<file path="src/rtl/ula_mant_seq.sv">
// ula_mant_seq: sequential mantissa multiply (shift-add) / divide (restoring), one bit per clock.
// Optional feature: define ULA_STICKY_EN to turn dout[0] into a sticky bit for FPU rounding.
module ula_mant_seq #(
    parameter int MANT_W = 24,
    parameter int OUT_W  = 28
) (
    input  logic              clk,
    input  logic              rst_n,
    input  logic [MANT_W-1:0] a,
    input  logic [MANT_W-1:0] b,
    input  logic              multiplica,
    input  logic              start,
    output logic [OUT_W-1:0]  dout,
    output logic              c_out,
    output logic              finish,
    output logic              busy
);
    localparam int PW = 2 * MANT_W;
    localparam int CW = $clog2(OUT_W + 1);

    typedef enum logic [1:0] {IDLE, MUL, DIV, DONE} state_t;

    state_t            state;
    logic [CW-1:0]     cnt;
    logic [MANT_W-1:0] a_r;
    logic [MANT_W-1:0] b_r;
    logic [PW-1:0]     p;
    logic [PW-1:0]     p_nxt;
    logic [MANT_W:0]   mul_sum;
    logic [MANT_W:0]   rem;
    logic [MANT_W:0]   div_rem;
    logic [OUT_W-1:0]  quo;
    logic [OUT_W-1:0]  quo_nxt;
    logic [OUT_W-1:0]  mul_res;
    logic [OUT_W-1:0]  div_res;
    logic              div_ge;
    logic              sat;

    // Next-step values of both iterations; the last step feeds dout directly.
    always_comb begin
        mul_sum = {1'b0, p[PW-1:MANT_W]} + (p[0] ? {1'b0, a_r} : '0);
        p_nxt   = {mul_sum, p[MANT_W-1:1]};
        div_ge  = rem >= {1'b0, b_r};
        div_rem = div_ge ? rem - {1'b0, b_r} : rem;
        quo_nxt = {quo[OUT_W-2:0], div_ge};
`ifdef ULA_STICKY_EN
        mul_res = {p_nxt[PW-1 -: OUT_W-1], p_nxt[PW-OUT_W] | (|p_nxt[PW-OUT_W-1:0])};
        div_res = {quo_nxt[OUT_W-1:1], quo_nxt[0] | (|div_rem)};
`else
        mul_res = p_nxt[PW-1 -: OUT_W];
        div_res = quo_nxt;
`endif
        sat     = (b == '0) || ({1'b0, a} >= {b, 1'b0});
    end

    // Control FSM with registered outputs; results only land on the edge entering DONE.
    always_ff @(posedge clk) begin
        if (!rst_n) begin
            state  <= IDLE;
            cnt    <= '0;
            a_r    <= '0;
            b_r    <= '0;
            p      <= '0;
            rem    <= '0;
            quo    <= '0;
            dout   <= '0;
            c_out  <= 1'b0;
            finish <= 1'b0;
            busy   <= 1'b0;
        end else begin
            case (state)
                IDLE: begin
                    if (start) begin
                        busy <= 1'b1;
                        a_r  <= a;
                        b_r  <= b;
                        p    <= {{MANT_W{1'b0}}, b};
                        rem  <= {1'b0, a};
                        quo  <= '0;
                        if (multiplica) begin
                            state <= MUL;
                            cnt   <= CW'(MANT_W);
                        end else if (sat) begin
                            state  <= DONE;
                            cnt    <= '0;
                            dout   <= '1;
                            c_out  <= 1'b1;
                            finish <= 1'b1;
                        end else begin
                            state <= DIV;
                            cnt   <= CW'(OUT_W);
                        end
                    end
                end
                MUL: begin
                    p   <= p_nxt;
                    cnt <= cnt - 1'b1;
                    if (cnt == CW'(1)) begin
                        state  <= DONE;
                        dout   <= mul_res;
                        c_out  <= p_nxt[PW-1];
                        finish <= 1'b1;
                    end
                end
                DIV: begin
                    rem <= div_rem << 1;
                    quo <= quo_nxt;
                    cnt <= cnt - 1'b1;
                    if (cnt == CW'(1)) begin
                        state  <= DONE;
                        dout   <= div_res;
                        c_out  <= quo_nxt[OUT_W-1];
                        finish <= 1'b1;
                    end
                end
                DONE: begin
                    state  <= IDLE;
                    finish <= 1'b0;
                    busy   <= 1'b0;
                end
            endcase
        end
    end
endmodule

</file>
<file path="config.mk">
export PLATFORM = sky130hd
export DESIGN_NAME = ula_mant_seq
export DESIGN_NICKNAME = d
export VERILOG_FILES = /design/src/rtl/ula_mant_seq.sv
export SDC_FILE = /design/constraint.sdc
export NUM_CORES = 1
export LEC_CHECK = 0
export CORE_MARGIN = 3
export CORE_UTILIZATION = 45
export DETAILED_ROUTE_END_ITERATION = 7
export HOLD_SLACK_MARGIN = 0.12
export PLACE_DENSITY = 0.72
export REMOVE_ABC_BUFFERS = 1
export SLEW_MARGIN = 20
export SYNTH_ARGS = -nofsm -noshare
export SYNTH_HDL_FRONTEND = slang
export SYNTH_SLANG_ARGS = --single-unit
</file>
<file path="constraint.sdc">
create_clock -name clk -period 2.7 [get_ports clk]
set_input_delay 0.27 -clock clk [delete_from_list [all_inputs] [get_ports clk]]
set_output_delay 0.27 -clock clk [all_outputs]
set_load 0.005 [all_outputs]
</file>
Word level (Yosys, flattened, before mapping)
Index checks and enable logic that the tools add are counted.
{"block": "totals", "register_bits": 186, "out_inout_bits": 31, "inputBits": 52}
{"block": "op_classes", "n_mux": 33, "add_sub_neg": 3, "reduce_logical": 17, "order_cmp": 2, "n_eq_ne": 10}
{"op": "two-way mux 28 bit", "n": 5}
{"op": "case mux 48 bit (2 select lines)", "n": 1}
{"op": "case mux 28 bit (3 select lines)", "n": 1}
{"op": "case mux 27 bit (2 select lines)", "n": 1}
{"op": "case mux 25 bit (2 select lines)", "n": 1}
{"op": "two-way mux 24 bit", "n": 2}
{"op": "two-way mux 48 bit", "n": 1}
{"op": "two-way mux 27 bit", "n": 1}
{"op": "adder 24 x 24 -> 25 bit", "n": 1}
{"op": ">= comparator 24 x 25 -> 1 bit", "n": 1}
{"op": ">= comparator 25 x 24 -> 1 bit", "n": 1}
{"op": "two-way mux 25 bit", "n": 1}
{"op": "zero test 24 bit", "n": 1}
{"op": "subtractor 24 bit", "n": 1}
{"op": "two-way mux 5 bit", "n": 3}
{"op": "AND reduction 2 bit", "n": 6}
{"op": "!= test 2 bit, second input constant", "n": 5}
{"op": "case mux 5 bit (2 select lines)", "n": 1}
{"op": "two-way mux 1 bit", "n": 8}
{"op": "nonzero test 2 bit", "n": 4}
{"op": "two-way mux 2 bit", "n": 3}
{"op": "case mux 1 bit (3 select lines)", "n": 2}
{"op": "case mux 2 bit (3 select lines)", "n": 1}
{"op": "AND reduction 6 bit", "n": 1}
{"op": "other kinds (11)", "n": 12}

Logic depth before layout (Yosys ltp)
Gate-level depths: netlist (run 1).
{"block": "depth", "depth_word": 6, "ltp_mapped": 13, "depth_no_buf": 12}

Worst setup path before layout (run 1)
OpenSTA, ideal clock, no wires.
{"block": "synth_timing", "kind": "register to register", "start": "reg p[0]", "end": "reg dout[22]", "path_slack_ns": -0.132, "stages_incl_launch_ff": 13, "arrival_ns": 2.751, "path_cell_list": "dfxtp_1 -> clkbuf_1 -> nand2_1 -> inv_1 -> ha_1 -> a211oi_1 -> o21ai_1 -> o2111a_1 -> o41ai_2 -> o21ai_1 -> a31oi_1 -> mux2_1 -> a41oi_1"}
{"block": "synth_between", "elab_chain_cells": 4}
{"item": "from (decl)", "line": "27", "rtl": "logic [PW-1:0] p;"}
{"item": "from (signal assigned)", "line": "77", "rtl": "p <= {{MANT_W{1'b0}}, b};"}
{"item": "from (signal assigned)", "line": "96", "rtl": "p <= p_nxt;"}
{"item": "two-way mux 24 bit", "line": "41", "rtl": "mul_sum = {1'b0, p[PW-1:MANT_W]} + (p[0] ? {1'b0, a_r} : '0);"}
{"item": "adder 24 x 24 -> 25 bit", "line": "41"}
{"item": "two-way mux 28 bit", "line": "98", "rtl": "if (cnt == CW'(1)) begin"}
{"item": "case mux 28 bit (3 select lines)", "line": "71", "rtl": "case (state)"}
{"item": "to (signal assigned)", "line": "100", "rtl": "dout <= mul_res;"}
{"item": "to (signal assigned)", "line": "111", "rtl": "dout <= div_res;"}
{"item": "to (decl)", "line": "13", "rtl": "output logic [OUT_W-1:0] dout,"}
Every way passes these cells. The select of a mux whose other input is x is not followed.
A chain may end at the register's enable or synchronous reset.

Worst setup path in the final report (run 1)
{"block": "layout_timing", "start": "reg p[0]", "end": "reg dout[25]"}
The elaborated chain is that of the path after synthesis.

==> results_dict.tcl, run 1 <==
set metrics [dict create \
    wl_per_cell_um 18.3 \
    finalMaxSlewViolations 0 \
    layout_min_cycle_time_ps 2760 \
    violations "negative setup slack" \
    grt_pass1_wl_um 56600 \
    setup_slack_ps -60.9 \
    crit_path_max_incr_delay_ps 370 \
    clockPowerShare 0.148 \
    tightest_slew_ps 821 \
    setup_viol 6 \
    dp_hpwl_um 24500 \
    rr_worst_depth 13 \
    ys.flop_type "dfxtp_1" \
    netlist_top_cells_count "nand2_1, dfxtp_1, a21oi_1, nor2_1, o21ai_0" \
    post-route-period-util 1.02 \
    synth_top_area_share 0.331 \
    syn_area_mm2 0.0112 \
    timing.rr.end "dout[25]" \
    die_w_um 164 \
    path_cells "buf_8 -> and2_1 -> ha_4 -> and3_4 -> o211a_1 -> o31a_1 -> o2111ai_2 -> a21oi_2 -> buf_4 -> mux2i_1 -> a311oi_1 -> buf_4 -> a41oi_2" \
    total_power_mw 16.9 \
    root_buffer "clkbuf_16" \
    nets 1802 \
    cts_buffer_depth 2 \
    peakVddDrop_uv 692 \
    start_util 0.458 \
    first_iter_violations 983 \
    cts_tree "built" \
    drv_cap 0 \
    routed_via_density 5.88 \
    timing_hold_violations_final 0 \
    antenna_cells 0 \
    p_leak_nw 6.24 \
    route.detailed.drc 0 \
    dp_cells 1946 \
    min_path_type "in2reg" \
    ys_warn_count 0 \
    synth-seq-cells 185 \
    io_pins 83 \
    synthCells 1461 \
    p_comb_frac 0.626 \
    r2r_start "p[0]" \
    postRouteAntennaNets 0 \
    die_area_mm2 0.0268 \
    drt_wl_total_um 36800 \
    cts-htree-levels 4 \
    n_fill_cell 2009 \
    fp.dieH_um 164 \
    hold_path_depth 3 \
    critical-path-top-delay-family "compound AO/OA/AOI/OAI gates" \
    cp_data_required_time_ps 3010 \
    avgSynthCellArea_um2 7.65 \
    p_sw_mw 7.29 \
    timing.slew.headroom 0.449 \
    gr-usage-all-layers 0.261 \
    cts_num_sinks 185 \
    grt.overflow.total 0 \
    p_per_area_mw_per_mm2 1100 \
    status "complete, but fails checks" \
    startpoint_type "flop" \
    p_sw_frac 0.431 \
    hold_end "a_r[19]" \
    yosys-top-cells-area "dfxtp_1, ha_1, nand2_1, a21oi_1, o21ai_0" \
    drt-pass1-iter-count 5 \
    drive_above_1_share 0.261 \
    utilization 0.630 \
    antenna_found_initial 0 \
    yosysSeqAreaShare 0.331 \
    grt_start_max_net_pins 59 \
    synth_most_common_cell "nand2_1" \
    path_max_fanout 21 \
    p_seq_frac 0.226 \
    worstPathArrival_ps 3080 \
    layout.cells.non_filler 2007 \
    path_buf_inv 3 \
    gp_congestion 0.960 \
    synth.distinct_cells 82 \
    synth_edf_count 0 \
    end_kind "flop" \
    fmax_mhz 362 \
    numCtsBuffers 17 \
    p_int_mw 9.62 \
    synthToLayoutAreaGrowth_pct 37.6 \
    dr_total_vias 11796 \
    critPathSlowestCell "dfxtp_4" \
    num_rows 57 \
    worstHoldStart "a[19]" \
    core_area_mm2 0.0244 \
    grt_pass1_vias 11222 \
    port_buffers 82 \
    async_flop_share 0 \
    crit_top_cell "buf_4" \
    synth_top_area_cell "dfxtp_1" \
    rsz0062_at_grt "yes" \
    clkTransAtPathRegs_ps 80 \
    clk_latency_ps 450 \
    fin_skew_ps 16.9 \
    path_class "reg2reg" \
    r2r_slack_ps -60 \
    cp_num_cells 13 \
]
==> routing by layer <==
| layer | vias to the layer above | share of wire | routed length (um) | global-route usage |
|---|---|---|---|---|
| met5 | - | 0 | 0 | 0 |
| met4 | 0 | 0.033 | 1230 | 0.0984 |
| met3 | 98 | 0.065 | 2410 | 0.0474 |
| met2 | 420 | 0.49 | 18100 | 0.458 |
| met1 | 5657 | 0.41 | 15000 | 0.318 |
| li1 | 5621 | - | - | - |
==> cells by family (layout without fill, tap and decap cells) <==
group / count (synthesis) / in the layout / synth area share
XOR/XNOR: 23 / 23 / 0.0180
multiplexers: 21 / 21 / 0.0196
adder cells (fa/ha/maj): 80 / 80 / 0.0909
buffers and inverters: 176 / 398 / 0.0639
AND/OR/NAND/NOR: 528 / 528 / 0.216
AO/OA/AOI/OAI: 448 / 448 / 0.260
flip-flops: 185 / 185 / 0.331
==> final cells by class <==
class	instances	area (um2)	share of cell area
inverter	81	307	0.0199
tap	324	405	0.0264
sequential	185	3720	0.242
clock buffer	19	443	0.0288
multi-input combinational	1100	7850	0.510
timing repair buffer	285	2520	0.164
clock inverter	13	131	0.00854
==> power groups by stage <==
stage	combinational [mW]	clock [mW]	sequential [mW]
after floorplan	5.15	0	3.85
after global placement	8.08	0	3.77
after detailed placement	8.24	0	3.79
after CTS	9.14	2.52	3.75
after global routing	11.3	2.62	3.88
final	10.6	2.51	3.82
==> tightest hold or removal path, cell delays in order <==
cell and delay, ps:
clkbuf_2 150, nand2_1 110, a21oi_1 60
==> sequential cells by signal (all words and copies together) (netlist names) <==
register  count
a_r          24
b_r          24
busy          1
cnt           5
dout         28
finish        1
p            48
quo          27
rem          25
state         2
==> worst max path at each step <==
stage / startpoint / to / slack (ps)
3_3_place_gp: b[22] / dout[17] / -830
2_1_floorplan: state[0] / dout[17] / -2660
3_5_place_dp: b[22] / dout[17] / -930
4_1_cts: a[1] / dout[25] / -40
5_1_grt: p[0] / dout[25] / -120
6_report: p[0] / dout[25] / -60
==> layout by cell type, fill, tap and decap left out, types with 33 or more instances in the layout <==
cell type	instances
nand2_1	235
buf_4	182
o21ai_0	64
clkdlybuf4s50_1	38
nor2_1	86
o211ai_1	34
ha_1	41
ha_4	33
a21oi_1	146
dfxtp_1	173
inv_1	65
nand3_1	61
==> stage by stage <==
| stage | setup WS, ps | hold slack, ps | instance area, um2 | setup TNS [ps] |
|---|---|---|---|---|
| 2_1_floorplan | -2660 | 403 | 10800 | -241820 |
| 4_1_cts | -35.9 | 244 | 14700 | -83.6 |
| 3_3_place_gp | -831 | 439 | 13400 | -24260 |
| 5_1_grt | -119 | 183 | 15400 | -1350 |
| 6_report | -60.9 | 193 | 15400 | -123 |
| 3_5_place_dp | -932 | 444 | 13400 | -28230 |
==> repair_timing <==
action                                 in CTS  in global routing
pin swaps                                  36                 73
setup endpoints to repair                  46                 54
hold buffers                                0                  2
setup buffers                               9                 13
endpoints found under the hold margin       0                  2
gates resized for setup                   136                158
cloned                                      4                  1
No activity file was read; power rests on OpenSTA's default activity.
==> inputs of run 2 (changes only) <==
--- a/config.mk
+++ b/config.mk
@@ -11,6 +11,7 @@
 export HOLD_SLACK_MARGIN = 0.12
 export PLACE_DENSITY = 0.72
 export REMOVE_ABC_BUFFERS = 1
+export SKIP_CTS_REPAIR_TIMING = 1
 export SLEW_MARGIN = 20
 export SYNTH_ARGS = -nofsm -noshare
 export SYNTH_HDL_FRONTEND = slang
==> run 2 against run 1 <==
Compared with the run above: the flow still finishes with violations (negative setup slack); flip-flop and latch count is the same; sequential share of layout area grew 0.27 points; utilization shrank 0.72 points; register-to-register slack lost 20 ps; critical path type unchanged; non-clock buffer count shrank 10; final cell count shrank 0.50%; routed wire length shrank 0.77%; first-iteration DRC count grew 5.5%.
==> results_dict.tcl, run 2 (synthesis gave the netlist of run 1 again) <==
set metrics [dict create \
    end_kind "flop" \
    dp_slack_ps -932 \
    antenna_found_initial 0 \
    reg_top3 "p x48, dout x28, quo x27" \
    numCtsBuffers 17 \
    status "complete, but fails checks" \
    grt_start_max_net_pins 59 \
    drv_cap 0 \
    final_common_cell "nand2_1" \
    p_leak_nw 6.35 \
    grt.overflow.total 0 \
    port_buffers 82 \
    routed_via_density 5.92 \
    finalMaxSlewViolations 0 \
    p_sw_mw 7.14 \
    root_buffer "clkbuf_16" \
    top_layer "met4" \
    path_buf_inv 3 \
    die_w_um 164 \
    post-route-period-util 1.03 \
    worstPathArrival_ps 3100 \
    cts_num_sinks 185 \
    num_rows 57 \
    wl_met1_um 15000 \
    path_max_fanout 4 \
    clkTransAtPathRegs_ps 80 \
    n_fill_cell 2050 \
    cts_tree "built" \
    io_pins 83 \
    cts_buffer_depth 2 \
    p_per_area_mw_per_mm2 1090 \
    timing.slew.headroom 0.483 \
    fp.dieH_um 164 \
    timing_hold_violations_final 0 \
    critical-path-top-delay-family "compound AO/OA/AOI/OAI gates" \
    fin_skew_ps 16.5 \
    fmax_mhz 359 \
    peakVddDrop_uv 806 \
    p_comb_frac 0.619 \
    rsz0062_at_grt "yes" \
    antenna_cells 0 \
    drt_wl_total_um 36500 \
    crit_top_cell "buf_4" \
    synthToLayoutAreaGrowth_pct 36.0 \
    drt-pass1-iter-count 5 \
    p_int_mw 9.37 \
    gp_congestion 0.960 \
    critPathSlowestCell "dfxtp_4" \
    first_iter_violations 1037 \
    p_sw_frac 0.433 \
    gr-usage-all-layers 0.246 \
    die_area_mm2 0.0268 \
    r2r_slack_ps -80 \
    cts-htree-levels 4 \
    setup_viol 7 \
    clockPowerShare 0.151 \
    route.detailed.drc 0 \
    wl_met2_um 17800 \
    grt_pass1_vias 10841 \
    path_cells "and2_4 -> ha_4 -> inv_2 -> fa_2 -> nand2b_4 -> a21oi_4 -> o31a_1 -> o2111ai_2 -> a21oi_1 -> buf_4 -> mux2i_1 -> a311oi_1 -> buf_4 -> a41oi_2" \
    nets 1792 \
    layout_min_cycle_time_ps 2780 \
    largest_reg_flops 48 \
    regMostFlops "p" \
    tightest_slew_ps 771 \
    dp_hpwl_um 24500 \
    seq_area_mm2 0.00372 \
    core_area_mm2 0.0244 \
    clk_latency_ps 450 \
    startpoint_type "flop" \
    start_util 0.458 \
    drive_above_1_share 0.234 \
    p_seq_frac 0.230 \
    min_path_type "in2reg" \
    violations "negative setup slack" \
    path_class "reg2reg" \
    utilization 0.623 \
    dr_total_vias 11813 \
    wl_per_cell_um 18.3 \
    grt_pass1_wl_um 53500 \
    setup_slack_ps -83.6 \
    met3_length_um 2460 \
    postRouteAntennaNets 0 \
    cp_data_required_time_ps 3020 \
    final_cell_mix "nand2_1, buf_4, dfxtp_1" \
    crit_path_max_incr_delay_ps 370 \
    multi_input_area_mm2 0.00766 \
]
-- run 2: changes by cell type in the layout (fill, tap and decap cells not counted), moves of 5 or more --
cell / delta
dlymetal6s2s_1: +26
clkdlybuf4s50_1: +5
clkbuf_2: -9
o21ai_2: -5
buf_4: -6
o21ai_0: +8
dlygate4sd2_1: -18
-- run 2: final timing paths --
check	startpoint	end	depth (start not counted)
worst max-delay path	p[0]	dout[25]	14
worst min-delay path	b[17]	b_r[17]	3
worst max register to register	p[0]	dout[25]	14
worst min register to register	a_r[15]	a_r[15]	2
-- run 2: metal layers --
layer  vias up  GRT usage
met3        87     0.0411
met5         -          0
li1       5601          -
met4         0      0.107
met2       452      0.417
met1      5673      0.307
-- run 2: area by class of cell --
type | count | area share
multi-input cells | 1100 | 0.504
flip-flops and latches | 185 | 0.245
repair buffers | 275 | 0.167
clock buffers | 19 | 0.0291
well taps | 324 | 0.0267
inverters | 81 | 0.0204
clock inverters | 13 | 0.00864
-- run 2: power groups by stage --
| stage | clock [mW] | combinational, mW | sequential (mW) |
|---|---|---|---|
| global placement | 0 | 8.08 | 3.77 |
| floorplan | 0 | 5.15 | 3.85 |
| global route | 2.62 | 11.0 | 3.86 |
| CTS | 2.52 | 8.32 | 3.73 |
| detailed placement | 0 | 8.24 | 3.79 |
| finish | 2.50 | 10.2 | 3.80 |
-- run 2: per-stage QoR --
stage / cells / TNS (ps) / hold WS (ps) / power (mW) / area [um2]
after floorplan: 1366 / -241820 / 403 / 9.00 / 10800
after global placement: 1946 / -24260 / 439 / 11.9 / 13400
after detailed placement: 1946 / -28230 / 444 / 12.0 / 13400
after CTS: 1978 / -14470 / 305 / 14.6 / 14000
after global routing: 1997 / -2060 / 168 / 17.5 / 15200
final: 1997 / -385 / 159 / 16.5 / 15200
-- run 2: worst reg2reg max path, stage by stage (launching register included) --
cell	delay, ps
dfxtp_4	370
and2_4	160
ha_4	140
inv_2	40
fa_2	350
nand2b_4	160
a21oi_4	170
o31a_1	190
o2111ai_2	130
a21oi_1	170
buf_4	140
mux2i_1	70
a311oi_1	300
buf_4	180
a41oi_2	90
==> inputs of run 3 (changes only) <==
--- a/config.mk
+++ b/config.mk
@@ -5,11 +5,12 @@
 export SDC_FILE = /design/constraint.sdc
 export NUM_CORES = 1
 export LEC_CHECK = 0
-export CORE_MARGIN = 3
-export CORE_UTILIZATION = 45
+export CORE_MARGIN = 2
+export CORE_UTILIZATION = 35
+export CTS_CLUSTER_SIZE = 30
 export DETAILED_ROUTE_END_ITERATION = 7
 export HOLD_SLACK_MARGIN = 0.12
-export PLACE_DENSITY = 0.72
+export PLACE_DENSITY = 0.6
 export REMOVE_ABC_BUFFERS = 1
 export SKIP_CTS_REPAIR_TIMING = 1
 export SLEW_MARGIN = 20
==> run 3 against run 2 <==
Compared with the run above: non-clock buffer count rose by 24; count of clock-buffer cells in the layout fell by 1; power grew 0.59%; final cell count up 5.2%; critical path depth is the same; clock skew is 0.69 ps lower; largest power group unchanged; the run still ends with negative setup slack left.
==> results_dict.tcl, run 3 (synthesis gave the netlist of run 1 again) <==
set metrics [dict create \
    critPathLaunch "p[0]" \
    path_class "reg2reg" \
    hold_end "b_r[9]" \
    clkTransAtPathRegs_ps 80 \
    layout_min_cycle_time_ps 2800 \
    use_met3 0.0301 \
    timing_hold_violations_final 0 \
    post-route-period-util 1.04 \
    grt_pass1_vias 10972 \
    dp_cells 2044 \
    reg_top3 "p x48, dout x28, quo x27" \
    nets 1817 \
    routed_via_density 5.47 \
    num_rows 65 \
    layout.cells.non_filler 2100 \
    fmax_mhz 357 \
    status "complete, but fails checks" \
    use_met2 0.351 \
    p_leak_nw 6.46 \
    end_kind "flop" \
    numCtsBuffers 17 \
    seq_area_mm2 0.00372 \
    synthToLayoutAreaGrowth_pct 39.3 \
    cp_data_required_time_ps 3000 \
    postPlaceCellArea_mm2 0.0137 \
    fin_skew_ps 15.8 \
    wl_per_cell_um 17.9 \
    p_per_area_mw_per_mm2 1070 \
    root_buffer "clkbuf_16" \
    rr_worst_depth 14 \
    violations "negative setup slack" \
    dr_total_vias 11491 \
    total_power_mw 16.6 \
    grt.overflow.total 0 \
    postRouteAntennaNets 0 \
    drv_cap 0 \
    timing.rr.end "dout[25]" \
    timing.slew.headroom 0.466 \
    grt_pass1_wl_um 55800 \
    gr-usage-all-layers 0.209 \
    r2r_slack_ps -100 \
    clk_latency_ps 450 \
    final_common_cell "nand2_1" \
    largest_reg_flops 48 \
    route.detailed.drc 0 \
    drt_wl_total_um 37700 \
    stdcell_area_mm2 0.0156 \
    core_area_mm2 0.0315 \
    worstHoldStart "b[9]" \
    n_fill_cell 2952 \
    antenna_found_initial 1 \
    setup_viol 12 \
    final_cell_mix "nand2_1, buf_4, dfxtp_1" \
    die_area_mm2 0.0334 \
    grt_start_max_net_pins 55 \
    dp_hpwl_um 25600 \
    gp_congestion 0.883 \
    rsz0062_at_grt "yes" \
    cts-htree-levels 4 \
    path_max_fanout 9 \
    io_pins 83 \
    hold_path_depth 3 \
    drt-pass1-iter-count 5 \
    regMostFlops "p" \
    cts_num_sinks 185 \
    fp.dieH_um 183 \
    cts_buffer_depth 2 \
    die_w_um 183 \
    setup_slack_ps -98.9 \
    first_iter_violations 821 \
    drive_above_1_share 0.253 \
    finalMaxSlewViolations 0 \
    tightest_slew_ps 792 \
    multi_input_area_mm2 0.00773 \
    top_usage_layer "met2" \
    cts_tree "built" \
    dp_slack_ps -807 \
    peakVddDrop_uv 848 \
    antenna_cells 0 \
    r2r_start "p[0]" \
    startpoint_type "flop" \
    worstPathArrival_ps 3100 \
    port_buffers 82 \
    use_met1 0.270 \
    start_util 0.355 \
    min_path_type "in2reg" \
]
[run 3: cell count changes in the layout (fill, tap and decap cells not counted), sizes merged]
| cell | change |
|---|---|
| clkinvlp | -4 |
| inv | +2 |
| o21ai | +1 |
| dlymetal6s2s | -1 |
| buf | +23 |
| clkinv | +3 |
| clkdlybuf4s50 | +1 |
[run 3: worst max path at each step]
stage                           to  slack (ps)
after floorplan           dout[17]       -2660
after global placement    dout[11]        -730
after global routing      dout[18]        -250
after detailed placement  dout[11]        -810
after CTS                 dout[11]        -350
final                     dout[25]        -100
[run 3: cell type report]
| type | count | area share |
|---|---|---|
| Clock buffer | 18 | 0.0276 |
| Tap cell | 402 | 0.0323 |
| Multi-Input combinational cell | 1101 | 0.496 |
| Inverter | 81 | 0.0197 |
| Timing Repair Buffer | 299 | 0.176 |
| Sequential cell | 185 | 0.239 |
| Clock inverter | 14 | 0.00972 |
[run 3: per-stage QoR]
stage | util | setup TNS, ps | hold slack [ps]
global placement | 0.435 | -21370 | 439
global route | 0.495 | -2990 | 123
finish | 0.495 | -566 | 118
detailed placement | 0.435 | -24160 | 444
CTS | 0.453 | -10620 | 244
floorplan | - | -241820 | 403
[run 3: where the power goes]
group / switching, mW / internal (mW) / total (mW)
Sequential: 0.416 / 3.36 / 3.78
Clock: 1.28 / 1.24 / 2.52
Combinational: 5.46 / 4.85 / 10.3
Total: 7.16 / 9.45 / 16.6
[run 3: worst max-delay path: stages, from the launching register on]
cell and delay (ps):
dfxtp_2 330, buf_4 150, and2_1 160, ha_4 170
buf_4 150, nor2_4 120, a21oi_4 70, o31a_1 340
o2111ai_2 200, a21oi_1 90, buf_4 150, mux2i_2 150
a311oi_2 280, buf_4 170, a41oi_2 100
[run 3: metal layers]
layer,vias up,wire length (um)
li1,5638,-
met1,5528,17000
met2,269,18400
met3,56,1390
met4,0,919
met5,-,0
